==> src/rtl/instr_fetch.sv <==
// Instruction fetch stage: issues sequential or redirected fetches to a
// single-cycle instruction memory and presents one entry at a time to decode.
//
// Handshake: an entry is presented while if_valid=1 and moves to decode on
// any rising edge where if_valid=1 and if_ready=1. A presented entry holds
// if_pc/if_fault/if_instr stable until it is accepted or a redirect flushes it.
module instr_fetch #(
  parameter logic [31:0] RESET_PC   = 32'h0100_0000,
  parameter logic [31:0] IMEM_BASE  = 32'h0100_0000,
  parameter logic [31:0] IMEM_BYTES = 32'h0000_1000
) (
  input  logic        clk,
  input  logic        rst_n,
  output logic        imem_rd,
  output logic [31:0] imem_addr,
  input  logic [31:0] imem_instr,
  input  logic        redirect_valid,
  input  logic [31:0] redirect_pc,
  output logic        if_valid,
  input  logic        if_ready,
  output logic [31:0] if_pc,
  output logic [31:0] if_instr,
  output logic        if_fault,
  output logic [1:0]  dbg_state
);

  localparam logic [31:0] NOP = 32'h0000_0013;

  typedef enum logic [1:0] {
    S_IDLE = 2'd0,
    S_RUN  = 2'd1,
    S_HALT = 2'd2
  } state_t;

  state_t      r_state, w_state_nxt;
  logic [31:0] r_fetch_pc, w_fetch_pc_nxt;
  logic        r_if_valid, w_if_valid_nxt;
  logic [31:0] r_if_pc, w_if_pc_nxt;
  logic        r_if_fault, w_if_fault_nxt;

  logic [31:0] w_addr;
  logic [32:0] w_addr_ext;
  logic [32:0] w_lo;
  logic [32:0] w_hi;
  logic        w_legal;
  logic        w_may_issue;
  logic        w_slot_free;
  logic        w_go;

  // Window bounds evaluated in 33 bits so a window touching 2^32 cannot wrap.
  assign w_lo       = {1'b0, IMEM_BASE};
  assign w_hi       = {1'b0, IMEM_BASE} + {1'b0, IMEM_BYTES} - 33'd4;
  assign w_addr     = redirect_valid ? redirect_pc : r_fetch_pc;
  assign w_addr_ext = {1'b0, w_addr};
  assign w_legal    = (w_addr[1:0] == 2'b00) && (w_addr_ext >= w_lo) && (w_addr_ext <= w_hi);

  // A redirect both permits an issue in any state and frees the output slot,
  // which is what flushes the presented entry and any in-flight response.
  assign w_may_issue = (r_state == S_RUN) || redirect_valid;
  assign w_slot_free = !r_if_valid || if_ready || redirect_valid;
  assign w_go        = w_may_issue && w_slot_free;

  assign imem_rd   = w_go && w_legal;
  assign imem_addr = w_addr;
  assign if_valid  = r_if_valid;
  assign if_pc     = r_if_pc;
  assign if_fault  = r_if_fault;
  // Memory holds its read data while imem_rd=0, so a stalled entry stays stable.
  assign if_instr  = r_if_fault ? NOP : imem_instr;
  assign dbg_state = r_state;

  // Next-state and next-entry selection.
  always_comb begin
    w_state_nxt    = r_state;
    w_fetch_pc_nxt = r_fetch_pc;
    w_if_valid_nxt = r_if_valid;
    w_if_pc_nxt    = r_if_pc;
    w_if_fault_nxt = r_if_fault;
    if (w_go) begin
      w_if_valid_nxt = 1'b1;
      w_if_pc_nxt    = w_addr;
      if (w_legal) begin
        w_if_fault_nxt = 1'b0;
        w_fetch_pc_nxt = w_addr + 32'd4;
        w_state_nxt    = S_RUN;
      end else begin
        w_if_fault_nxt = 1'b1;
        w_fetch_pc_nxt = w_addr;
        w_state_nxt    = S_HALT;
      end
    end else begin
      if (r_if_valid && if_ready) begin
        w_if_valid_nxt = 1'b0;
      end
      if (r_state == S_IDLE) begin
        w_state_nxt = S_RUN;
      end
    end
  end

  // State and presented-entry registers.
  always_ff @(posedge clk or negedge rst_n) begin
    if (!rst_n) begin
      r_state    <= S_IDLE;
      r_fetch_pc <= RESET_PC;
      r_if_valid <= 1'b0;
      r_if_pc    <= RESET_PC;
      r_if_fault <= 1'b0;
    end else begin
      r_state    <= w_state_nxt;
      r_fetch_pc <= w_fetch_pc_nxt;
      r_if_valid <= w_if_valid_nxt;
      r_if_pc    <= w_if_pc_nxt;
      r_if_fault <= w_if_fault_nxt;
    end
  end

endmodule

==> config.mk <==
export PLATFORM = sky130hd
export DESIGN_NAME = instr_fetch
export DESIGN_NICKNAME = d
export VERILOG_FILES = /design/src/rtl/instr_fetch.sv
export SDC_FILE = /design/constraint.sdc
export NUM_CORES = 1
export LEC_CHECK = 0
export CELL_PAD_IN_SITES_DETAIL_PLACEMENT = 0
export CELL_PAD_IN_SITES_GLOBAL_PLACEMENT = 2
export CORE_MARGIN = 3
export CORE_UTILIZATION = 23
export DETAILED_ROUTE_END_ITERATION = 16
export PLACE_DENSITY = 0.76
export SLEW_MARGIN = 10
export SYNTH_ARGS = -nofsm -noshare
export SYNTH_HDL_FRONTEND = slang
export SYNTH_SLANG_ARGS = --single-unit
==> constraint.sdc <==
create_clock -name clk -period 3.8 [get_ports clk]
set_clock_uncertainty 0.2 [all_clocks]
set_input_delay 0.95 -clock clk [delete_from_list [all_inputs] [get_ports clk]]
set_output_delay 0.95 -clock clk [all_outputs]
set_load 0.01 [all_outputs]
After elaboration in Yosys (flattened, before gate mapping)
Cells that the tools add are included.
{ "totals": {"out_inout_bits": 101, "register_bits": 68, "wordCells": 31, "inputBits": 68} }
{ "op_classes": {"eq_ne": 1, "n_addsub": 1, "n_reduce_logical": 13, "n_mux": 9, "order_cmp": 2} }
{ "ops": {"columns": ["operator", "count"], "rows": [
  ["2-to-1 mux 32 bit", 3],
  ["adder 32 x 3 -> 32 bit (second input constant)", 1],
  ["greater-or-equal comparator 32 x 25 -> 1 bit (second input constant)", 1],
  ["less-or-equal comparator 32 x 25 -> 1 bit (second input constant)", 1],
  ["2-to-1 mux 2 bit", 3],
  ["logical AND 1 bit", 5],
  ["zero test 2 bit", 2],
  ["nonzero test 2 bit", 2],
  ["logical OR 1 bit", 3],
  ["2-to-1 mux 1 bit", 3],
  ["equality test 2 x 1 -> 1 bit (second input constant)", 1],
  ["zero test 1 bit", 1]
]} }

Logic depth before layout (Yosys ltp)
{ "depth": {"ltp_word": 6, "mapped_depth": 12, "depth_no_buf": 8} }

Least setup slack after synthesis
OpenSTA, ideal clock, no wires.
{ "synth_path": {"path_type": "in2out", "from": "in redirect_valid", "to": "out imem_addr[0]", "cell_stages": 6, "arrival_ps": 2474, "required_time_ps": 2650, "n_path_buf": 5, "slack_ps": 176, "cell_sequence": "buf_6 buf_2 buf_2 buf_1 buf_2 mux2_2"} }
{ "synth_via": {"elab_chain_len": 1} }
{ "synth_rtl": {"columns": ["element", "line_no", "rtl"], "rows": [
  ["start: declaration", "17", "input logic redirect_valid,"],
  ["2-to-1 mux 32 bit", "53", "assign w_addr = redirect_valid ? redirect_pc : r_fetch_pc;"],
  ["end: declaration", "15", "output logic [31:0] imem_addr,"]
]} }
No other way between the ends.

Worst setup path after layout
{ "layout_path": {"from": "in redirect_pc[21]", "to": "out imem_rd"} }
{ "layout_via": {"elab_chain_len": 5, "word_cells_on_any_way": 6, "cone_classes": "order compare: 2; mux: 1; reduce/logical: 3"} }
{ "layout_rtl": {"columns": ["element", "line_no", "rtl"], "rows": [
  ["start: declaration", "18", "input logic [31:0] redirect_pc,"],
  ["2-to-1 mux 32 bit *", "53", null],
  ["greater-or-equal comparator 32 x 25 -> 1 bit", "55", "assign w_legal = (w_addr[1:0] == 2'b00) && (w_addr_ext >= w_lo) && (w_addr_ext <= w_hi);"],
  ["logical AND 1 bit", "55", null],
  ["logical AND 1 bit *", "55", null],
  ["logical AND 1 bit *", "63", "assign imem_rd = w_go && w_legal;"],
  ["end: declaration", "14", "output logic imem_rd,"]
]} }
Every way passes the cells marked *; elsewhere a longest branch is shown, timed or not.

==> summary.txt <==
Critical path
  • Critical path class: in -> out
  • Worst R2R Setup Slack: 1.31 ns
  • CP max stage delay: 0.44 ns
  • Worst Path Max Fanout: 3
  • Worst path arrival time: 2.54 ns
  • CP Cell Sequence: clkdlybuf4s50_1 > nor4_2 > nand2_1 > a221oi_4 > nand3_2 > inv_2 > clkdlybuf4s15_2
  • CP Launch Type: input pin
  • Critical Path RT: 2.65 ns
  • Setup crit end kind: output port
  • Slowest-stage cell, CP: clkdlybuf4s50_1

Die
  • Die height: 130 um
  • Die Footprint: 16900 sq um
  • Die Span X: 130 um
  • Starting Density: 23.9%
  • Core area: 14800 sq um
  • I/O Pins: 169
  • Row count: 44

Power and ir drop
  • Net Sw Frac: 24.7%
  • Combinational power share: 22.1%
  • Cell internal pwr: 1810 uW
  • Clk network pwr share: 43.2%
  • Leakage power: 0.00246 uW
  • Peak supply drop: 251 uV
  • Power share of the sequential group: 34.7%
  • P per Cell Area: 403 nW/um^2
  • Total Power: 2410 uW
  • NetSw: 595 uW

Global route
  • First-pass GRT wire length: 17.9 mm
  • GRT overflow: 0
  • Vias in the first global route: 3363
  • GRT Total Usage: 13.6%
  • Maximum number of pins on one net before global-route repair: 67
  • Initial antenna violation count: 1

Cells and area
  • Most frequent cells in the layout: 152 x clkdlybuf4s50_1, 83 x nor2_1, 64 x dfrtp_1
  • Post-Layout Cell Count: 740
  • Layout cells sized above 1: 19.6%
  • Nets@finish: 621
  • Antenna Cells: 0
  • Fillers: 1475
  • Area Growth Syn to Fin: 69.3%
  • Footprint of the multi-input gates: 1780 sq um
  • Most common cell after layout, fill and taps aside: clkdlybuf4s50_1
  • Register area: 1650 sq um

Drt
  • Via/cell ratio: 4.40
  • Via count: 3257
  • Wire per inst: 15.5 um
  • Detailed Routing Iterations Pass 1: 4
  • Antenna Nets Post-Route: 0
  • # DRC: 0
  • 1st-iter DRT viols: 105
  • Final WL: 11.4 mm

STA
  • Final period util: 97.2%
  • Setup-failing EPs final: 0
  • Slew HR: 37.2%
  • Final hold vios: 0
  • Worst-margin pin slew: 0.942 ns
  • Fmax: 271 MHz
  • RSZ-0062 raised after global routing: true
  • Max Slew Vio Count: 0
  • Tmin final: 3.69 ns

Clock tree
  • Total CTS buffers: 9
  • CTS root buffer: clkbuf_16
  • Clk_lat worst skew: 0.33 ns
  • Clock buffer depth: 2
  • Sink Count: 66
  • CTS tree: built
  • H-tree levels: 3
  • CTS Hold Bufs: 0
  • Clock Pin Slew Worst Setup and Hold Paths: 0.06 ns

Run status
  • Status: completed

Logic synthesis
  • Leading area contributor after synthesis: dfrtp_1
  • Mapped cell area: 3530 sq um
  • Syn_nets: 436
  • Netlist cell types: 39
  • Synth top area cells: dfrtp_1 45%, mux2_2 13%, nor2_1 8.8%
  • Cells after Synth: 366
  • Yosys reg bits: 66
  • Ys Warns: 0
  • Synth top area share: 45.3%
  • Syn avg cell area: 9.65 sq um
  • Seq/Total Area, Yosys: 46.8%

Placement
  • Dpl hpwl: 8.87 mm
  • # placed instances: 722
  • GP Congestion: 0.768
  • PortBufs: 168

Run
  • Max-cap violations: 0

Min path
  • HP Class: reg -> reg
-- worst paths after layout --
path / from / to / cells after the start
min in group asynchronous: rst_n / r_fetch_pc[29]$_DFFE_PN0P_ / 1
max in group asynchronous: rst_n / r_fetch_pc[2]$_DFFE_PN0P_ / 1
min reg2reg: if_pc[9]$_DFFE_PN0P_ / if_pc[9]$_DFFE_PN0P_ / 2
min: if_pc[9]$_DFFE_PN0P_ / if_pc[9]$_DFFE_PN0P_ / 2
max reg2reg: r_fetch_pc[16]$_DFFE_PN0P_ / r_fetch_pc[6]$_DFFE_PN0P_ / 8
max: redirect_pc[21] / imem_rd / 7
-- cells in the mapped netlist (all sizes together) --
library cell  count
mux2i            10
buf              12
o21ai            10
nor2b            32
nor4              9
nand2b            3
a31oi             1
nor2             83
mux2             42
nand4             6
xor2              4
a221o             1
inv              12
o21a              1
clkbuf           10
o22ai             1
o31ai             1
a21oi            12
and2              1
xnor2             6
nand2            15
nand3            12
or2               3
nand3b            1
nor3              6
ha                2
a221oi            2
o31a              1
dfstp             2
nor4b             1
dfrtp            64
-- routing by layer --
metal | part of all wire [%] | track usage, % | wire [um] | vias up
met2 | 48 | 23.5 | 5460 | 132
met4 | 0.91 | 3.85 | 104 | 2
met1 | 43 | 16.2 | 4870 | 1519
met3 | 8.6 | 4.26 | 990 | 9
li1 | - | - | - | 1595
met5 | 0.11 | 0 | 13 | -
-- power by group through the flow --
stage / Sequential [uW] / Combinational, uW / Clock [uW]
after global placement: 845 / 537 / 0
after detailed placement: 848 / 539 / 0
after global routing: 846 / 582 / 1100
after CTS: 836 / 542 / 1070
final: 835 / 532 / 1040
after floorplan: 856 / 203 / 0
-- registers in the layout, summed over array words and instances, names as in the netlist --
signal      cells
dbg_state       2
r_fetch_pc     32
if_pc          30
if_fault        1
if_valid        1
-- critical path, delay by kind of cell --
kind / cells / cell delay (ns)
buffers and inverters: 3 / 0.74
AO/OA/AOI/OAI: 1 / 0.27
AND/OR/NAND/NOR: 3 / 0.57
-- repair_timing --
action                                 CTS  global route
endpoints found under the hold margin    0             0
setup buffers                            1             1
pin swaps                                6             6
resized for setup                       17             9
setup endpoints to repair                5             6
cloned                                   0             0
-- metrics by stage --
stage               instance area, sq um  worst slack, ns  hold WS (ns)  TNS, ns  util (%)
floorplan                           3530            0.176         0.268        0         -
global placement                    5530           -0.595         0.278   -0.704      37.5
detailed placement                  5530           -0.626         0.294   -0.695      37.5
CTS                                 5940          0.00798         0.306        0      40.3
global route                        5980          -0.0197         0.334  -0.0197      40.5
finish                              5980            0.106         0.298        0      40.5
-- layout make-up --
cell class / count / area share (%)
Clock buffer: 10 / 4.00
Tap cell: 184 / 3.85
Multi-Input combinational cell: 266 / 29.7
Clock inverter: 6 / 2.28
Timing Repair Buffer: 196 / 31.8
Inverter: 12 / 0.753
Sequential cell: 66 / 27.7
-- cell families after synthesis --
group,count (synthesis),synth area share [%]
multiplexers,52,16.2
AO/OA/AOI/OAI,30,5.42
flip-flops,66,46.8
buffers and inverters,34,4.21
adder cells (fa/ha/maj),2,0.708
XOR/XNOR,10,2.48
AND/OR/NAND/NOR,172,24.2
Power figures use the tool's default switching activity.
